--- src/rtl/mem_b_readback_ctrl_if.sv ---
// Purpose: bundles the memory B read port and the streamed-word valid/ready port.
// Latency: none, wiring only.
// Backpressure: m_ready from the consumer throttles m_valid/m_data from the controller.
interface mem_b_readback_ctrl_if #(
  parameter int DATA_W = 8,
  parameter int ADDR_W = 2
);
  logic              start;
  logic [DATA_W-1:0] ram_data;
  logic [ADDR_W-1:0] addr_b;
  logic              re_b;
  logic [DATA_W-1:0] m_data;
  logic              m_valid;
  logic              m_ready;
  logic              busy;
  logic              done;

  // Controller side
  modport master (
    input  start, ram_data, m_ready,
    output addr_b, re_b, m_data, m_valid, busy, done
  );

  // Environment side: requester, memory B and consumer
  modport slave (
    output start, ram_data, m_ready,
    input  addr_b, re_b, m_data, m_valid, busy, done
  );
endinterface

--- src/rtl/mem_b_readback_ctrl.sv ---
// Purpose: walks memory B from address 0 to DEPTH-1 and streams each word out on valid/ready.
// Latency: start in cycle 0, first read in cycle 1, first m_valid in cycle 3; 1 word/cycle sustained.
// Backpressure: 2-entry buffer; reads are only issued when buffered plus in-flight words leave room.
module mem_b_readback_ctrl #(
  parameter int DATA_W = 8,
  parameter int ADDR_W = 2,
  parameter int DEPTH  = 4
) (
  input logic                  clk,
  input logic                  rst,
  mem_b_readback_ctrl_if.master bus
);

  localparam logic [ADDR_W-1:0] LAST_ADDR = ADDR_W'(DEPTH - 1);
  localparam logic [ADDR_W-1:0] ADDR_ONE  = ADDR_W'(1);

  typedef enum logic [1:0] {
    IDLE  = 2'd0,
    READ  = 2'd1,
    DRAIN = 2'd2
  } state_t;

  state_t            state_q;
  logic [ADDR_W-1:0] addr_q;
  logic              inflight_q;
  logic [1:0]        occ_q;
  logic [1:0]        occ_d;
  logic [DATA_W-1:0] head_q;     // buffer head, drives m_data directly
  logic [DATA_W-1:0] tail_q;     // second buffer entry
  logic              m_valid_q;
  logic              busy_q;
  logic              done_q;

  logic              pop;
  logic              capture;
  logic              issue;
  logic              drain_done;
  logic [2:0]        pending;

  // Handshake, issue decision and next occupancy
  always_comb begin
    pop        = m_valid_q && bus.m_ready;
    capture    = inflight_q;
    // Words that will sit in the buffer after this edge, before any new read lands.
    pending    = {1'b0, occ_q} + {2'b00, inflight_q} - {2'b00, pop};
    issue      = (state_q == READ) && (pending < 3'd2);
    occ_d      = occ_q + {1'b0, capture} - {1'b0, pop};
    // Last read already landed (no in-flight) and the buffer empties at this edge.
    drain_done = (state_q == DRAIN) && !inflight_q && (occ_d == 2'd0);
  end

  // FSM, address counter, 2-entry buffer and registered outputs
  always_ff @(posedge clk) begin
    if (!rst) begin
      state_q    <= IDLE;
      addr_q     <= '0;
      inflight_q <= 1'b0;
      occ_q      <= 2'd0;
      head_q     <= '0;
      tail_q     <= '0;
      m_valid_q  <= 1'b0;
      busy_q     <= 1'b0;
      done_q     <= 1'b0;
    end else begin
      inflight_q <= issue;
      occ_q      <= occ_d;
      m_valid_q  <= (occ_d != 2'd0);
      done_q     <= 1'b0;

      // Head is the oldest word; a pop shifts the tail forward so FIFO order holds.
      case ({capture, pop})
        2'b11: begin
          if (occ_q == 2'd2) begin
            head_q <= tail_q;
            tail_q <= bus.ram_data;
          end else begin
            head_q <= bus.ram_data;
          end
        end
        2'b10: begin
          if (occ_q == 2'd0) head_q <= bus.ram_data;
          else               tail_q <= bus.ram_data;
        end
        2'b01: begin
          if (occ_q == 2'd2) head_q <= tail_q;
        end
        default: ;
      endcase

      case (state_q)
        IDLE: begin
          if (bus.start) begin
            state_q <= READ;
            busy_q  <= 1'b1;
            addr_q  <= '0;
          end
        end
        READ: begin
          if (issue) begin
            // Address parks on the last word so it never runs past DEPTH-1.
            if (addr_q == LAST_ADDR) state_q <= DRAIN;
            else                     addr_q  <= addr_q + ADDR_ONE;
          end
        end
        DRAIN: begin
          if (drain_done) begin
            state_q <= IDLE;
            busy_q  <= 1'b0;
            done_q  <= 1'b1;
            addr_q  <= '0;
          end
        end
        default: state_q <= IDLE;
      endcase
    end
  end

  assign bus.addr_b  = addr_q;
  assign bus.re_b    = issue;
  assign bus.m_data  = head_q;
  assign bus.m_valid = m_valid_q;
  assign bus.busy    = busy_q;
  assign bus.done    = done_q;

endmodule

--- src/flat_wrapper.sv ---
// flat-port wrapper written by rule: the top's interface ports become plain ports
module mem_b_readback_ctrl_flat 
#(
  parameter int DATA_W = 8,
  parameter int ADDR_W = 2,
  parameter int DEPTH  = 4
)
  (clk, rst, bus_start, bus_ram_data, bus_m_ready, bus_addr_b, bus_re_b, bus_m_data, bus_m_valid, bus_busy, bus_done);
  mem_b_readback_ctrl_if #(.DATA_W(DATA_W), .ADDR_W(ADDR_W)) bus_i ();
  input logic clk;
  input logic rst;
  input wire logic [$bits(bus_i.start)-1:0] bus_start;
  input wire logic [$bits(bus_i.ram_data)-1:0] bus_ram_data;
  input wire logic [$bits(bus_i.m_ready)-1:0] bus_m_ready;
  output wire logic [$bits(bus_i.addr_b)-1:0] bus_addr_b;
  output wire logic [$bits(bus_i.re_b)-1:0] bus_re_b;
  output wire logic [$bits(bus_i.m_data)-1:0] bus_m_data;
  output wire logic [$bits(bus_i.m_valid)-1:0] bus_m_valid;
  output wire logic [$bits(bus_i.busy)-1:0] bus_busy;
  output wire logic [$bits(bus_i.done)-1:0] bus_done;
  assign bus_i.start = bus_start;
  assign bus_i.ram_data = bus_ram_data;
  assign bus_i.m_ready = bus_m_ready;
  assign bus_addr_b = bus_i.addr_b;
  assign bus_re_b = bus_i.re_b;
  assign bus_m_data = bus_i.m_data;
  assign bus_m_valid = bus_i.m_valid;
  assign bus_busy = bus_i.busy;
  assign bus_done = bus_i.done;
  mem_b_readback_ctrl #(.DATA_W(DATA_W), .ADDR_W(ADDR_W), .DEPTH(DEPTH)) u_core (.clk(clk), .rst(rst), .bus(bus_i));
endmodule
--- config.mk ---
export PLATFORM = sky130hd
export DESIGN_NAME = mem_b_readback_ctrl_flat
export DESIGN_NICKNAME = d
export VERILOG_FILES = /design/src/rtl/mem_b_readback_ctrl_if.sv /design/src/rtl/mem_b_readback_ctrl.sv /design/src/flat_wrapper.sv
export SDC_FILE = /design/constraint.sdc
export NUM_CORES = 1
export LEC_CHECK = 0
export ABC_AREA = 1
export CAP_MARGIN = 5
export CELL_PAD_IN_SITES_DETAIL_PLACEMENT = 0
export CELL_PAD_IN_SITES_GLOBAL_PLACEMENT = 1
export CORE_ASPECT_RATIO = 0.6
export CORE_UTILIZATION = 37
export CTS_BUF_LIST = sky130_fd_sc_hd__clkbuf_2 sky130_fd_sc_hd__clkbuf_4 sky130_fd_sc_hd__clkbuf_8
export DETAILED_ROUTE_END_ITERATION = 12
export GPL_ROUTABILITY_DRIVEN = 1
export PLACE_DENSITY_LB_ADDON = 0.1
export SLEW_MARGIN = 5
export SYNTH_ARGS = -nofsm -noshare
export SYNTH_HDL_FRONTEND = slang
export SYNTH_SLANG_ARGS = --single-unit
--- constraint.sdc ---
create_clock -name clk -period 2.6 [get_ports clk]
set_clock_uncertainty 0.15 [all_clocks]
set_input_delay 0.26 -clock clk [delete_from_list [all_inputs] [get_ports clk]]
set_output_delay 0.26 -clock clk [all_outputs]
set_load 0.005 [all_outputs]
==> impl_metrics.json <==
{
  "netlist_area_um2": 1240,
  "antenna_cells": 0,
  "worstSetupPathType": "in -> out",
  "path_max_fanout": 3,
  "hold_ws_ns": 0.318,
  "h-tree-depth": 1,
  "dp_cells": 243,
  "seq_area_frac_synth": 0.419,
  "start_kind": "input pin",
  "grt_start_max_net_pins": 17,
  "rsz0062_at_grt": "no",
  "drtIter0Drc": 56,
  "drive_above_1_share": 0.131,
  "power.leakage_uw": 0.000745,
  "finalHoldViolations": 0,
  "clk_pin_slew_ns": 0.09,
  "dp_hpwl_um": 2120,
  "wl_um": 2830,
  "die_x_um": 76.8,
  "gr-total-overflow": 0,
  "io_pins": 26,
  "end_kind": "output port",
  "maxSlewHeadroom": 0.694,
  "clk_latency_ns": 0.27,
  "area.growth.synth_to_final_pct": 30.8,
  "power_density_nw_per_um2": 1020,
  "rows": 15,
  "final_cells": 248,
  "root_buffer": "clkbuf_8",
  "cts_buffer_depth": 2,
  "vias": 1153,
  "synth-xor-area-share": 0.00704,
  "synth-simple-area-share": 0.281,
  "cts_hold_buf": 0,
  "yosysUniqueCellTypes": 24,
  "start_util": 0.412,
  "dpl_cell_area_um2": 1550,
  "core_um2": 3020,
  "fmax_mhz": 402,
  "finalCriticalPeriod_ns": 2.49,
  "first_pass_iters": 4,
  "drcViolationCount": 0,
  "cp.arrival_ns": 2.08,
  "die_height_um": 46.9,
  "final_cell_area_um2": 1630,
  "antenna_found_initial": 0,
  "worstHoldPathType": "reg -> reg",
  "syn_inst": 175,
  "maxCapViolations": 0,
  "gp_congestion": 0.773,
  "status": "complete, no violations",
  "synth_top_family_by_area": "simple AND/OR/NAND/NOR gates",
  "cts_tree": "done",
  "setup_viol": 0,
  "synthAdderAreaFrac": 0.0362,
  "avgSynthCellArea_um2": 7.11,
  "worstMarginPinSlew_ns": 0.458,
  "synth_compound_area_frac": 0.149,
  "cts_sinks": 26,
  "ant_nets": 0,
  "ir_drop_v": 0.000401,
  "ys_warn_count": 0,
  "viasPerCell": 4.65,
  "dieArea_um2": 3600,
  "fin_nets": 222,
  "slew_viol_final": 0,
  "cts_buffers": 3,
  "grt_pass1_wl_um": 4670,
  "period_share": 0.957,
  "grt_usage": 0.172,
  "first_global_vias": 1052,
  "wl_per_cell_um": 11.4,
  "cp_data_required_time_ns": 2.19,
  "syn_nets": 190,
  "portBuffers": 25,
  "muxShareOfSynthArea": 0,
  "ys_seq_elements": 26
}
==> worst max-delay path: stages <==
cell             delay, ns
clkdlybuf4s50_1       0.47
nand2_2               0.06
xor2_1                0.16
inv_1                 0.06
ha_2                  0.19
fa_1                  0.49
inv_2                 0.08
nand3_2               0.08
nor2_1                0.11
buf_2                 0.11
==> flip-flops by register name (all words and copies together), names as in the netlist <==
signal / count
u_core.occ_q: 2
u_core.tail_q: 8
u_core.bus.m_valid: 1
u_core.bus.done: 1
u_core.bus.busy: 1
u_core.state_q: 2
u_core.capture: 1
u_core.bus.addr_b: 2
u_core.bus.m_data: 8
==> kinds of logic (layout without fill, tap and decap cells) <==
family,count (synthesis),after routing
AND/OR/NAND/NOR,83,83
buffers and inverters,32,63
AO/OA/AOI/OAI,30,30
flip-flops,26,26
adder cells (fa/ha/maj),3,3
XOR/XNOR,1,1
==> cell usage after synthesis, drive strengths merged <==
| cell type | count | area share |
|---|---|---|
| buf | 2 | 0.018 |
| nand4 | 2 | 0.010 |
| a21oi | 11 | 0.059 |
| o21ai | 17 | 0.074 |
| ha | 2 | 0.020 |
| nand2 | 35 | 0.11 |
| inv | 28 | 0.085 |
| a21o | 1 | 0.0060 |
| nor3 | 1 | 0.0040 |
| fa | 1 | 0.016 |
| nor4 | 1 | 0.0050 |
| dfxtp | 26 | 0.42 |
| nand3 | 12 | 0.048 |
| clkbuf | 2 | 0.0060 |
| a21boi | 1 | 0.0091 |
| xor2 | 1 | 0.0070 |
| nand3b | 1 | 0.0060 |
| nor2 | 31 | 0.096 |
==> power breakdown <==
| part | internal (µW) | total (µW) | switching, µW |
|---|---|---|---|
| Sequential | 515 | 586 | 71.3 |
| Clock | 135 | 263 | 127 |
| Combinational | 386 | 814 | 429 |
==> placed cells by master, fill, tap and decap left out, drive strengths merged <==
| master | Yosys | routed |
|---|---|---|
| nand3 | 12 | 12 |
| fa | 1 | 1 |
| nor3 | 1 | 1 |
| ha | 2 | 2 |
| nand3b | 1 | 1 |
| nor4 | 1 | 1 |
| a21o | 1 | 1 |
| clkdlybuf4s50 | 0 | 24 |
| inv | 28 | 28 |
| a21oi | 11 | 11 |
| nand2 | 35 | 35 |
| nand4 | 2 | 2 |
| o21ai | 17 | 17 |
| buf | 2 | 7 |
| nor2 | 31 | 31 |
| a21boi | 1 | 1 |
| dfxtp | 26 | 26 |
| xor2 | 1 | 1 |
| clkbuf | 2 | 4 |
==> repair_timing <==
action,in CTS,in global routing
buffers inserted,1,0
hold endpoints to repair,0,0
pin swaps,4,1
gates resized for setup,8,1
endpoints found under the setup margin,1,3
==> layer usage <==
metal	wire (µm)	GRT usage	part of all wire	vias up
met5	0	0	0	-
met4	27	0.0692	0.0095	0
met3	150	0.0466	0.053	5
met2	1160	0.271	0.41	24
met1	1500	0.230	0.53	517
li1	-	-	-	607
==> stage by stage <==
stage                      util  total power, µW  setup TNS [ns]  worst slack (ns)
after CTS                 0.537             1680               0            0.0791
after floorplan               -             1060               0             0.504
after global placement    0.514             1370          -0.308            -0.308
after global routing      0.538             1810               0            0.0114
final                     0.538             1660               0             0.111
after detailed placement  0.514             1390          -0.370            -0.332
==> path summary, 6_finish.rpt <==
check	endpoint	from	cells after the start	slack, ns
setup / recovery	bus_re_b	bus_m_ready	10	0.11
hold / removal	u_core.bus.busy	u_core.bus.busy	2	0.32
setup reg to reg	u_core.bus.addr_b[1]	u_core.bus.m_valid	13	0.32
hold reg to reg	u_core.bus.busy	u_core.bus.busy	2	0.32
==> final cells by class <==
| type | instances | area [µm²] |
|---|---|---|
| tap | 42 | 52.6 |
| timing repair buffer | 31 | 290 |
| inverter | 28 | 105 |
| clock buffer | 4 | 55.1 |
| sequential | 26 | 520 |
| fill | 283 | 1400 |
| multi-input combinational | 117 | 603 |
(Power assumes the default switching activity.)
